## src/rtl/reg_rotator_pkg.sv

```systemverilog
// reg_rotator_pkg: shared mode and state encodings for the register rotator.
package reg_rotator_pkg;

  // Permutation applied to the bank on each RUN edge.
  typedef enum logic [1:0] {
    MODE_ROTL = 2'd0,
    MODE_ROTR = 2'd1,
    MODE_SWAP = 2'd2,
    MODE_REV  = 2'd3
  } mode_e;

  // Run-control FSM states.
  typedef enum logic [1:0] {
    ST_IDLE = 2'd0,
    ST_RUN  = 2'd1,
    ST_DONE = 2'd2
  } state_e;

endpackage

```

## src/rtl/reg_rotator_if.sv

```systemverilog
// reg_rotator_if: write port, run handshake and bank read-back of reg_rotator.
//   master: drives wr_en/wr_idx/wr_data/start/mode/steps, observes busy/done/q
//   slave : the rotator itself
interface reg_rotator_if
  import reg_rotator_pkg::*;
#(
  parameter int unsigned WIDTH = 8,
  parameter int unsigned DEPTH = 4,
  parameter int unsigned CNTW  = 8
);
  localparam int unsigned IDXW = (DEPTH > 1) ? $clog2(DEPTH) : 1;

  logic                   wr_en;
  logic [IDXW-1:0]        wr_idx;
  logic [WIDTH-1:0]       wr_data;
  logic                   start;
  mode_e                  mode;
  logic [CNTW-1:0]        steps;
  logic                   busy;
  logic                   done;
  logic [DEPTH*WIDTH-1:0] q;

  modport master (
    output wr_en, wr_idx, wr_data, start, mode, steps,
    input  busy, done, q
  );

  modport slave (
    input  wr_en, wr_idx, wr_data, start, mode, steps,
    output busy, done, q
  );

endinterface

```

## src/rtl/reg_rotator_perm.sv

```systemverilog
// reg_rotator_perm: combinational permutation of a flat DEPTH x WIDTH bus.
//   mode_i  : permutation select
//   d_i     : current bank, element i at d_i[i*WIDTH +: WIDTH]
//   nxt_c_o : permuted bank (combinational)
module reg_rotator_perm
  import reg_rotator_pkg::*;
#(
  parameter int unsigned WIDTH = 8,
  parameter int unsigned DEPTH = 4
) (
  input  mode_e                  mode_i,
  input  logic [DEPTH*WIDTH-1:0] d_i,
  output logic [DEPTH*WIDTH-1:0] nxt_c_o
);

  for (genvar i = 0; i < DEPTH; i++) begin : g_elem
    localparam int unsigned IU    = i;
    localparam int unsigned SRC_L = (IU + DEPTH - 1) % DEPTH;
    localparam int unsigned SRC_R = (IU + 1) % DEPTH;
    // An odd trailing element has no partner and keeps its value.
    localparam int unsigned SRC_S = ((IU ^ 1) < DEPTH) ? (IU ^ 1) : IU;
    localparam int unsigned SRC_V = DEPTH - 1 - IU;

    logic [WIDTH-1:0] sel_c;

    // Source element for this slot under each mode.
    always_comb begin
      sel_c = d_i[IU*WIDTH +: WIDTH];
      unique case (mode_i)
        MODE_ROTL: sel_c = d_i[SRC_L*WIDTH +: WIDTH];
        MODE_ROTR: sel_c = d_i[SRC_R*WIDTH +: WIDTH];
        MODE_SWAP: sel_c = d_i[SRC_S*WIDTH +: WIDTH];
        MODE_REV:  sel_c = d_i[SRC_V*WIDTH +: WIDTH];
        default:   sel_c = d_i[IU*WIDTH +: WIDTH];
      endcase
    end

    assign nxt_c_o[IU*WIDTH +: WIDTH] = sel_c;
  end

endmodule

```

## src/rtl/reg_rotator.sv

```systemverilog
// reg_rotator: DEPTH x WIDTH register bank permuted in lock-step for a
// programmed number of edges, with a single write port between runs.
//   clk   : rising-edge clock
//   reset : asynchronous active-high reset
//   bus   : write port, start/mode/steps, busy/done pulses, bank read-back q
module reg_rotator
  import reg_rotator_pkg::*;
#(
  parameter int unsigned WIDTH = 8,
  parameter int unsigned DEPTH = 4,
  parameter int unsigned CNTW  = 8
) (
  input  logic         clk,
  input  logic         reset,
  reg_rotator_if.slave bus
);

  localparam int unsigned IDXW = (DEPTH > 1) ? $clog2(DEPTH) : 1;
  localparam int unsigned BUSW = DEPTH * WIDTH;

  state_e            state_q, state_d;
  logic [CNTW-1:0]   cnt_q,   cnt_d;
  mode_e             mode_q,  mode_d;
  logic [BUSW-1:0]   bank_q,  bank_d;
  logic              busy_q,  busy_d;
  logic              done_q,  done_d;
  logic [BUSW-1:0]   perm_c;

  // Next permutation of the bank under the latched mode.
  reg_rotator_perm #(
    .WIDTH (WIDTH),
    .DEPTH (DEPTH)
  ) u_perm (
    .mode_i  (mode_q),
    .d_i     (bank_q),
    .nxt_c_o (perm_c)
  );

  // Next-state, counter, write port and bank update.
  always_comb begin
    state_d = state_q;
    cnt_d   = cnt_q;
    mode_d  = mode_q;
    bank_d  = bank_q;

    unique case (state_q)
      ST_RUN: begin
        bank_d = perm_c;
        cnt_d  = cnt_q - CNTW'(1);
        if (cnt_q == CNTW'(1)) begin
          state_d = ST_DONE;
        end
      end
      default: begin
        // IDLE and DONE behave alike: write first, then sample start.
        if (bus.wr_en) begin
          for (int unsigned i = 0; i < DEPTH; i++) begin
            if (bus.wr_idx == IDXW'(i)) begin
              bank_d[i*WIDTH +: WIDTH] = bus.wr_data;
            end
          end
        end
        state_d = ST_IDLE;
        if (bus.start) begin
          mode_d  = bus.mode;
          cnt_d   = bus.steps;
          state_d = (bus.steps != '0) ? ST_RUN : ST_DONE;
        end
      end
    endcase

    // Status flags are registered copies of the next state's decode.
    busy_d = (state_d == ST_RUN);
    done_d = (state_d == ST_DONE);
  end

  // State, counter, latched mode, bank and status registers.
  always_ff @(posedge clk or posedge reset) begin
    if (reset) begin
      state_q <= ST_IDLE;
      cnt_q   <= '0;
      mode_q  <= MODE_ROTL;
      bank_q  <= '0;
      busy_q  <= 1'b0;
      done_q  <= 1'b0;
    end else begin
      state_q <= state_d;
      cnt_q   <= cnt_d;
      mode_q  <= mode_d;
      bank_q  <= bank_d;
      busy_q  <= busy_d;
      done_q  <= done_d;
    end
  end

  assign bus.q    = bank_q;
  assign bus.busy = busy_q;
  assign bus.done = done_q;

endmodule
```

## src/flat_wrapper.sv

```systemverilog
// flat-port wrapper written by rule: the top's interface ports become plain ports
module reg_rotator_flat import reg_rotator_pkg::*;
#(
  parameter int unsigned WIDTH = 8,
  parameter int unsigned DEPTH = 4,
  parameter int unsigned CNTW  = 8
)
  (clk, reset, bus_wr_en, bus_wr_idx, bus_wr_data, bus_start, bus_mode, bus_steps, bus_busy, bus_done, bus_q);
  reg_rotator_if #(.WIDTH(WIDTH), .DEPTH(DEPTH), .CNTW(CNTW)) bus_i ();
  input  logic clk;
  input  logic reset;
  input wire logic [$bits(bus_i.wr_en)-1:0] bus_wr_en;
  input wire logic [$bits(bus_i.wr_idx)-1:0] bus_wr_idx;
  input wire logic [$bits(bus_i.wr_data)-1:0] bus_wr_data;
  input wire logic [$bits(bus_i.start)-1:0] bus_start;
  input wire logic [$bits(bus_i.mode)-1:0] bus_mode;
  input wire logic [$bits(bus_i.steps)-1:0] bus_steps;
  output wire logic [$bits(bus_i.busy)-1:0] bus_busy;
  output wire logic [$bits(bus_i.done)-1:0] bus_done;
  output wire logic [$bits(bus_i.q)-1:0] bus_q;
  assign bus_i.wr_en = bus_wr_en;
  assign bus_i.wr_idx = bus_wr_idx;
  assign bus_i.wr_data = bus_wr_data;
  assign bus_i.start = bus_start;
  assign bus_i.mode = bus_mode;
  assign bus_i.steps = bus_steps;
  assign bus_busy = bus_i.busy;
  assign bus_done = bus_i.done;
  assign bus_q = bus_i.q;
  reg_rotator #(.WIDTH(WIDTH), .DEPTH(DEPTH), .CNTW(CNTW)) u_core (.clk(clk), .reset(reset), .bus(bus_i));
endmodule
```

## config.mk

```make
export PLATFORM = sky130hd
export DESIGN_NAME = reg_rotator_flat
export DESIGN_NICKNAME = d
export VERILOG_FILES = /design/src/rtl/reg_rotator_pkg.sv /design/src/rtl/reg_rotator_if.sv /design/src/rtl/reg_rotator_perm.sv /design/src/rtl/reg_rotator.sv /design/src/flat_wrapper.sv
export SDC_FILE = /design/constraint.sdc
export NUM_CORES = 1
export LEC_CHECK = 0
export CORE_ASPECT_RATIO = 1.25
export CORE_MARGIN = 3
export CORE_UTILIZATION = 50
export CTS_CLUSTER_DIAMETER = 100
export DETAILED_ROUTE_END_ITERATION = 16
export PLACE_DENSITY = 0.84
export SYNTH_ARGS = -nofsm -noshare
export SYNTH_HDL_FRONTEND = slang
export SYNTH_SLANG_ARGS = --single-unit
```

## constraint.sdc

```tcl
create_clock -name clk -period 2.45 [get_ports clk]
set_input_delay 0.3675 -clock clk [delete_from_list [all_inputs] [get_ports clk]]
set_output_delay 0.3675 -clock clk [all_outputs]
set_load 0.01 [all_outputs]
```

==> flow_summary.toml, run 1 <==
[clock_network]
path_clk_slew_ps = 90
root_buffer = "clkbuf_8"
tritoncts = "yes"
clockBufferDepth = 2
cts_resized = 0
hold_buffers = 0
worst_skew_pair.late_latency_ps = 300
post_cts_buffers = 0
cts.sinks = 46
cts_buffers = 5
htreeDepth = 2

[grt]
grt_overflow = 0
grt_pass1_wl_um = 10300
grt_max_degree = 47
grtUsageTotal = 0.207
grt_pass1_vias = 2070
grt_antenna_before_repair = 0

[min_path]
hold_path_end = "u_core.cnt_q[0]$_DFFE_PP0P_"
hold_start = "u_core.cnt_q[0]$_DFFE_PP0P_"
hold_depth = 1
worstHoldPathType = "register to register"

[layout]
stdcell_area_um2 = 3480
area_delta_synth_final_pct = 26.6
diodes = 0
fin_nets = 305
finalNonFillerCells = 340
drive_above_1_share = 0.223
utilization = 0.671

[timing]
maxSlewViolCount = 0
post-route-min-period_ps = 1970
final-hold-violation-count = 0
rsz0062_at_grt = "no"
relSlewSlack = 0.576
setup-violations-final = 0
worst_pin_slew_ps = 627
skew_ps = 6.14
fmax_ghz = 0.508
period_share = 0.804
finalSetupTns_ps = 0

[drt]
drc = 0
dr_total_vias = 1971
first_pass_iters = 4
wl_per_cell_um = 18.1
drtIter0Drc = 103
vias_per_cell = 5.80
drt_wl_total_um = 6150
postRouteAntennaNets = 0

[setup_path]
cp.required_ps = 2640
crit_type = "register to register"
cpMostUsedCell = "mux2_2"
crit_fanout = 16
r2r_cells = 5
r2r-start = "u_core.mode_q[0]$_DFFE_PP0P_"
r2r-end = "u_core.bus.q[2]$_DFFE_PP0P_"
cp_num_buf_inv = 1
cp_top_family = "multiplexers"
slowest_delay_ps = 410
r2r_slack_ps = 480
crit_arrival_ps = 2160
startpoint_type = "register"
cpMaxStageDelayCell = "dfrtp_1"
end_kind = "register"
crit_chain = "ha_1 -> buf_4 -> mux2_1 -> mux2_2 -> mux2_2"
crit_start = "u_core.mode_q[0]$_DFFE_PP0P_"

[synth]
ys_seq_elements = 46
ys_top_cells_by_area = "dfrtp_1 (42%), mux2i_1 (18%), mux2_2 (16%)"
ys_types = 37
netlist_instances = 218
synthArstFlopShare = 1.00
synth_seq_area_share = 0.418
synth_top_cell_by_area = "dfrtp_1"
synth_nets = 246
synthTopCellsByCount = "mux2i_1 (49), dfrtp_1 (46), mux2_2 (40), mux2_1 (6), inv_1 (5)"
synth_area_um2 = 2750
synth.most_common_cell = "mux2i_1"
avgSynthCellArea_um2 = 12.6
ys.flop_type = "dfrtp_1"
synth-edff-count = 0
synth.top_cell.area_share = 0.418
yosysWarnings = 0

[floorplanning]
die_x_um = 72.4
fp-row-count = 29
dieArea_um2 = 6430
start_util = 0.530
die_h_um = 88.9
ios = 58
core_region_area_um2 = 5190

[place]
hpwlAfterDp_um = 4330
portBuffers = 57
routabilityCongestion = 0.874
placed_cell_area_um2 = 3380
dp_cells = 332

[power_and_ir_drop]
leakage_nw = 1.70
cellPowerDensity_nw_per_um2 = 1390
irDropWorstVdd_uv = 665

[job]
cap_violations = 0

[outcome]
outcome = "complete, no violations"
[area by class of cell]
type / instances / area [µm²]
inverter: 5 / 18.8
multi-input combinational: 156 / 1500
clock inverter: 1 / 30.0
timing repair buffer: 63 / 628
sequential: 46 / 1150
fill: 429 / 1710
tap: 62 / 77.6
clock buffer: 7 / 76.3
[per-stage QoR]
stage / hold slack (ps) / power [mW] / setup WS (ps)
floorplan: 465 / 3.41 / 594
global placement: 495 / 4.21 / 455
detailed placement: 509 / 4.31 / 451
CTS: 518 / 4.89 / 474
global route: 546 / 5.21 / 398
finish: 512 / 4.85 / 481
[report_power, final]
part / internal, mW / switching [mW] / leakage, nW
Clock: 0.306 / 0.261 / 0.0524
Combinational: 1.69 / 1.06 / 1.10
Sequential: 1.15 / 0.389 / 0.544
Total: 3.15 / 1.71 / 1.70
[layout by cell type (no fill, tap or decap), drive strengths merged, types with 4 or more instances in the layout]
master	instances
and3	4
mux2	50
ha	4
o2bb2ai	4
buf	6
o211a	4
dfrtp	46
inv	5
nand2	4
mux2i	49
clkbuf	7
clkdlybuf4s50	57
[routing by layer]
layer / routed length (µm) / global-route usage / up-vias
li1: - / - / 943
met3: 208 / 0.0360 / 7
met5: 0 / 0 / -
met1: 2640 / 0.258 / 978
met2: 3230 / 0.369 / 43
met4: 69 / 0.0615 / 0
[how the worst max path moves through the flow]
stage | slack (ps) | cells past startpoint | end
global placement | 450 | 4 | u_core.bus.q[22]$_DFFE_PP0P_
floorplan | 590 | 6 | u_core.bus.q[18]$_DFFE_PP0P_
detailed placement | 450 | 4 | u_core.bus.q[21]$_DFFE_PP0P_
CTS | 470 | 5 | u_core.bus.q[2]$_DFFE_PP0P_
finish | 480 | 5 | u_core.bus.q[2]$_DFFE_PP0P_
global route | 400 | 6 | u_core.bus.q[7]$_DFFE_PP0P_
[logic make-up (layout without fill, tap and decap cells)]
family	after synthesis	in the layout	share of synthesized area
multiplexers	99	99	0.388
flip-flops	46	46	0.418
AND/OR/NAND/NOR	34	34	0.0755
AO/OA/AOI/OAI	19	19	0.0605
buffers and inverters	16	76	0.0391
adder cells (fa/ha/maj)	4	4	0.0182
[flip-flops by register name, summed over array words and instances (netlist names)]
signal           cells
u_core.bus.busy      1
u_core.bus.done      1
u_core.bus.q        32
u_core.cnt_q         8
u_core.mode_q        2
u_core.state_q       2
[worst register-to-register path, delay by kind of cell (launching register included)]
family | cells | cell delay [ps]
mux | 3 | 900
flops | 1 | 410
fa+ha+maj | 1 | 290
buf+inv | 1 | 260
Note: power is estimated with default switching activity, not from simulation.
==> run 2, diff against run 1 <==
--- a/config.mk
+++ b/config.mk
@@ -7,10 +7,10 @@
 export LEC_CHECK = 0
 export CORE_ASPECT_RATIO = 1.25
 export CORE_MARGIN = 3
-export CORE_UTILIZATION = 50
+export CORE_UTILIZATION = 46
 export CTS_CLUSTER_DIAMETER = 100
 export DETAILED_ROUTE_END_ITERATION = 16
-export PLACE_DENSITY = 0.84
+export PLACE_DENSITY = 0.81
 export SYNTH_ARGS = -nofsm -noshare
 export SYNTH_HDL_FRONTEND = slang
 export SYNTH_SLANG_ARGS = --single-unit
==> constraint.sdc (replaced) <==
create_clock -name clk -period 1.66 [get_ports clk]
set_input_delay 0.249 -clock clk [delete_from_list [all_inputs] [get_ports clk]]
set_output_delay 0.249 -clock clk [all_outputs]
set_load 0.01 [all_outputs]
==> flow_summary.toml, run 2 (synthesis results as in run 1) <==
[floorplanning]
ios = 58
dieArea_um2 = 6950
fp-row-count = 30
start_util = 0.492
core_region_area_um2 = 5590
die_h_um = 92.5
die_x_um = 75.2

[drt]
first_pass_iters = 4
drt_wl_total_um = 7200
dr_total_vias = 2097
drtIter0Drc = 60
drc = 0
wl_per_cell_um = 20.1
postRouteAntennaNets = 0
vias_per_cell = 5.86

[layout]
final_cell_mix = "clkdlybuf4s50_1 (57), mux2i_1 (49), mux2_4 (46), dfrtp_1 (46), buf_4 (12)"
largest_reg_flops = 32
final_common_cell = "clkdlybuf4s50_1"
seqCellArea_um2 = 1150
multi_input_area_um2 = 1670
area_delta_synth_final_pct = 42.9
drive_above_1_share = 0.299
diodes = 0
stdcell_area_um2 = 3930
fin_nets = 321
fill_cells = 396
utilization = 0.703

[place]
placed_cell_area_um2 = 3670
routabilityCongestion = 0.895
hpwlAfterDp_um = 4780
portBuffers = 57
dp_slack_ps = -235

[timing]
relSlewSlack = 0.657
finalSetupTns_ps = -2640
final-hold-violation-count = 0
period_share = 1.12
layout_setup_ws_ps = -196
maxSlewViolCount = 0
skew_ps = 11.4
rsz0062_at_grt = "yes"
worst_pin_slew_ps = 510
fmax_ghz = 0.539
post-route-min-period_ps = 1860
setup-violations-final = 16
whs_ps = 218

[outcome]
violations = "setup timing"
outcome = "complete, but fails checks"

[power_and_ir_drop]
leakage_nw = 2.04
irDropWorstVdd_uv = 1440
cellPowerDensity_nw_per_um2 = 2240

[setup_path]
cp.required_ps = 1850
crit_type = "register to register"
crit_fanout = 8
end_kind = "register"
startpoint_type = "register"
crit_arrival_ps = 2040

[grt]
grt_overflow = 0
grtUsageTotal = 0.224
grt_pass1_wl_um = 11800
grt_max_degree = 34
grt_antenna_before_repair = 0
grt_pass1_vias = 2231

[min_path]
worstHoldPathType = "primary input to async pin"

[clock_network]
clockBufferDepth = 2
cts.sinks = 46
path_clk_slew_ps = 90
root_buffer = "clkbuf_8"
tritoncts = "yes"
htreeDepth = 2
worst_skew_pair.late_latency_ps = 310
cts_buffers = 5

[job]
cap_violations = 0
run 2: final cells by class:
type	instances	share of cell area
clock buffer	6	0.0210
multi-input combinational	156	0.425
tap	64	0.0204
inverter	5	0.00477
sequential	46	0.293
clock inverter	2	0.0153
timing repair buffer	79	0.221
run 2: worst paths after layout:
check	from	to	slack (ps)	cells after the start
setup reg to reg	u_core.mode_q[0]$_DFFE_PP0P_	u_core.bus.q[2]$_DFFE_PP0P_	-200	5
min in group clk	u_core.cnt_q[0]$_DFFE_PP0P_	u_core.cnt_q[0]$_DFFE_PP0P_	520	1
hold reg to reg	u_core.cnt_q[0]$_DFFE_PP0P_	u_core.cnt_q[0]$_DFFE_PP0P_	520	1
hold / removal	reset	u_core.bus.q[26]$_DFFE_PP0P_	220	2
setup / recovery	u_core.mode_q[0]$_DFFE_PP0P_	u_core.bus.q[2]$_DFFE_PP0P_	-200	5
max in group asynchronous	reset	u_core.cnt_q[1]$_DFFE_PP0P_	970	3
run 2: what timing repair did:
item,CTS,global route
pin swaps,1,1
setup buffers,1,1
resized for setup,14,5
cloned,1,0
hold buffers,0,0
setup endpoints to repair,16,16
run 2: critical path: stages, from the launching register on:
cell and delay (ps):
dfrtp_1 420, ha_4 330, buf_12 150, mux2_4 300, mux2_4 260, mux2_4 270
run 2: where the power goes:
part	switching, mW	internal [mW]
Combinational	1.89	3.57
Sequential	0.632	1.70
Clock	0.399	0.642
Total	2.92	5.91
run 2: routing by layer:
| metal | vias to the layer above | global-route usage | share of wire |
|---|---|---|---|
| met1 | 1073 | 0.280 | 0.42 |
| met2 | 46 | 0.387 | 0.54 |
| met4 | 0 | 0.0656 | 0.015 |
| met5 | - | 0 | 0 |
| met3 | 8 | 0.0358 | 0.026 |
| li1 | 970 | - | - |
run 2: stage by stage:
stage	power, mW	instances
global route	9.30	358
floorplan	5.54	218
CTS	8.73	357
detailed placement	7.16	347
global placement	6.98	347
finish	8.82	358
==> run 3, diff against run 2 <==
--- a/config.mk
+++ b/config.mk
@@ -8,9 +8,9 @@
 export CORE_ASPECT_RATIO = 1.25
 export CORE_MARGIN = 3
 export CORE_UTILIZATION = 46
-export CTS_CLUSTER_DIAMETER = 100
 export DETAILED_ROUTE_END_ITERATION = 16
 export PLACE_DENSITY = 0.81
+export SLEW_MARGIN = 25
 export SYNTH_ARGS = -nofsm -noshare
 export SYNTH_HDL_FRONTEND = slang
 export SYNTH_SLANG_ARGS = --single-unit
==> results of run 3 <==
No change in the layout: final DEF, timing and power equal those of run 2.
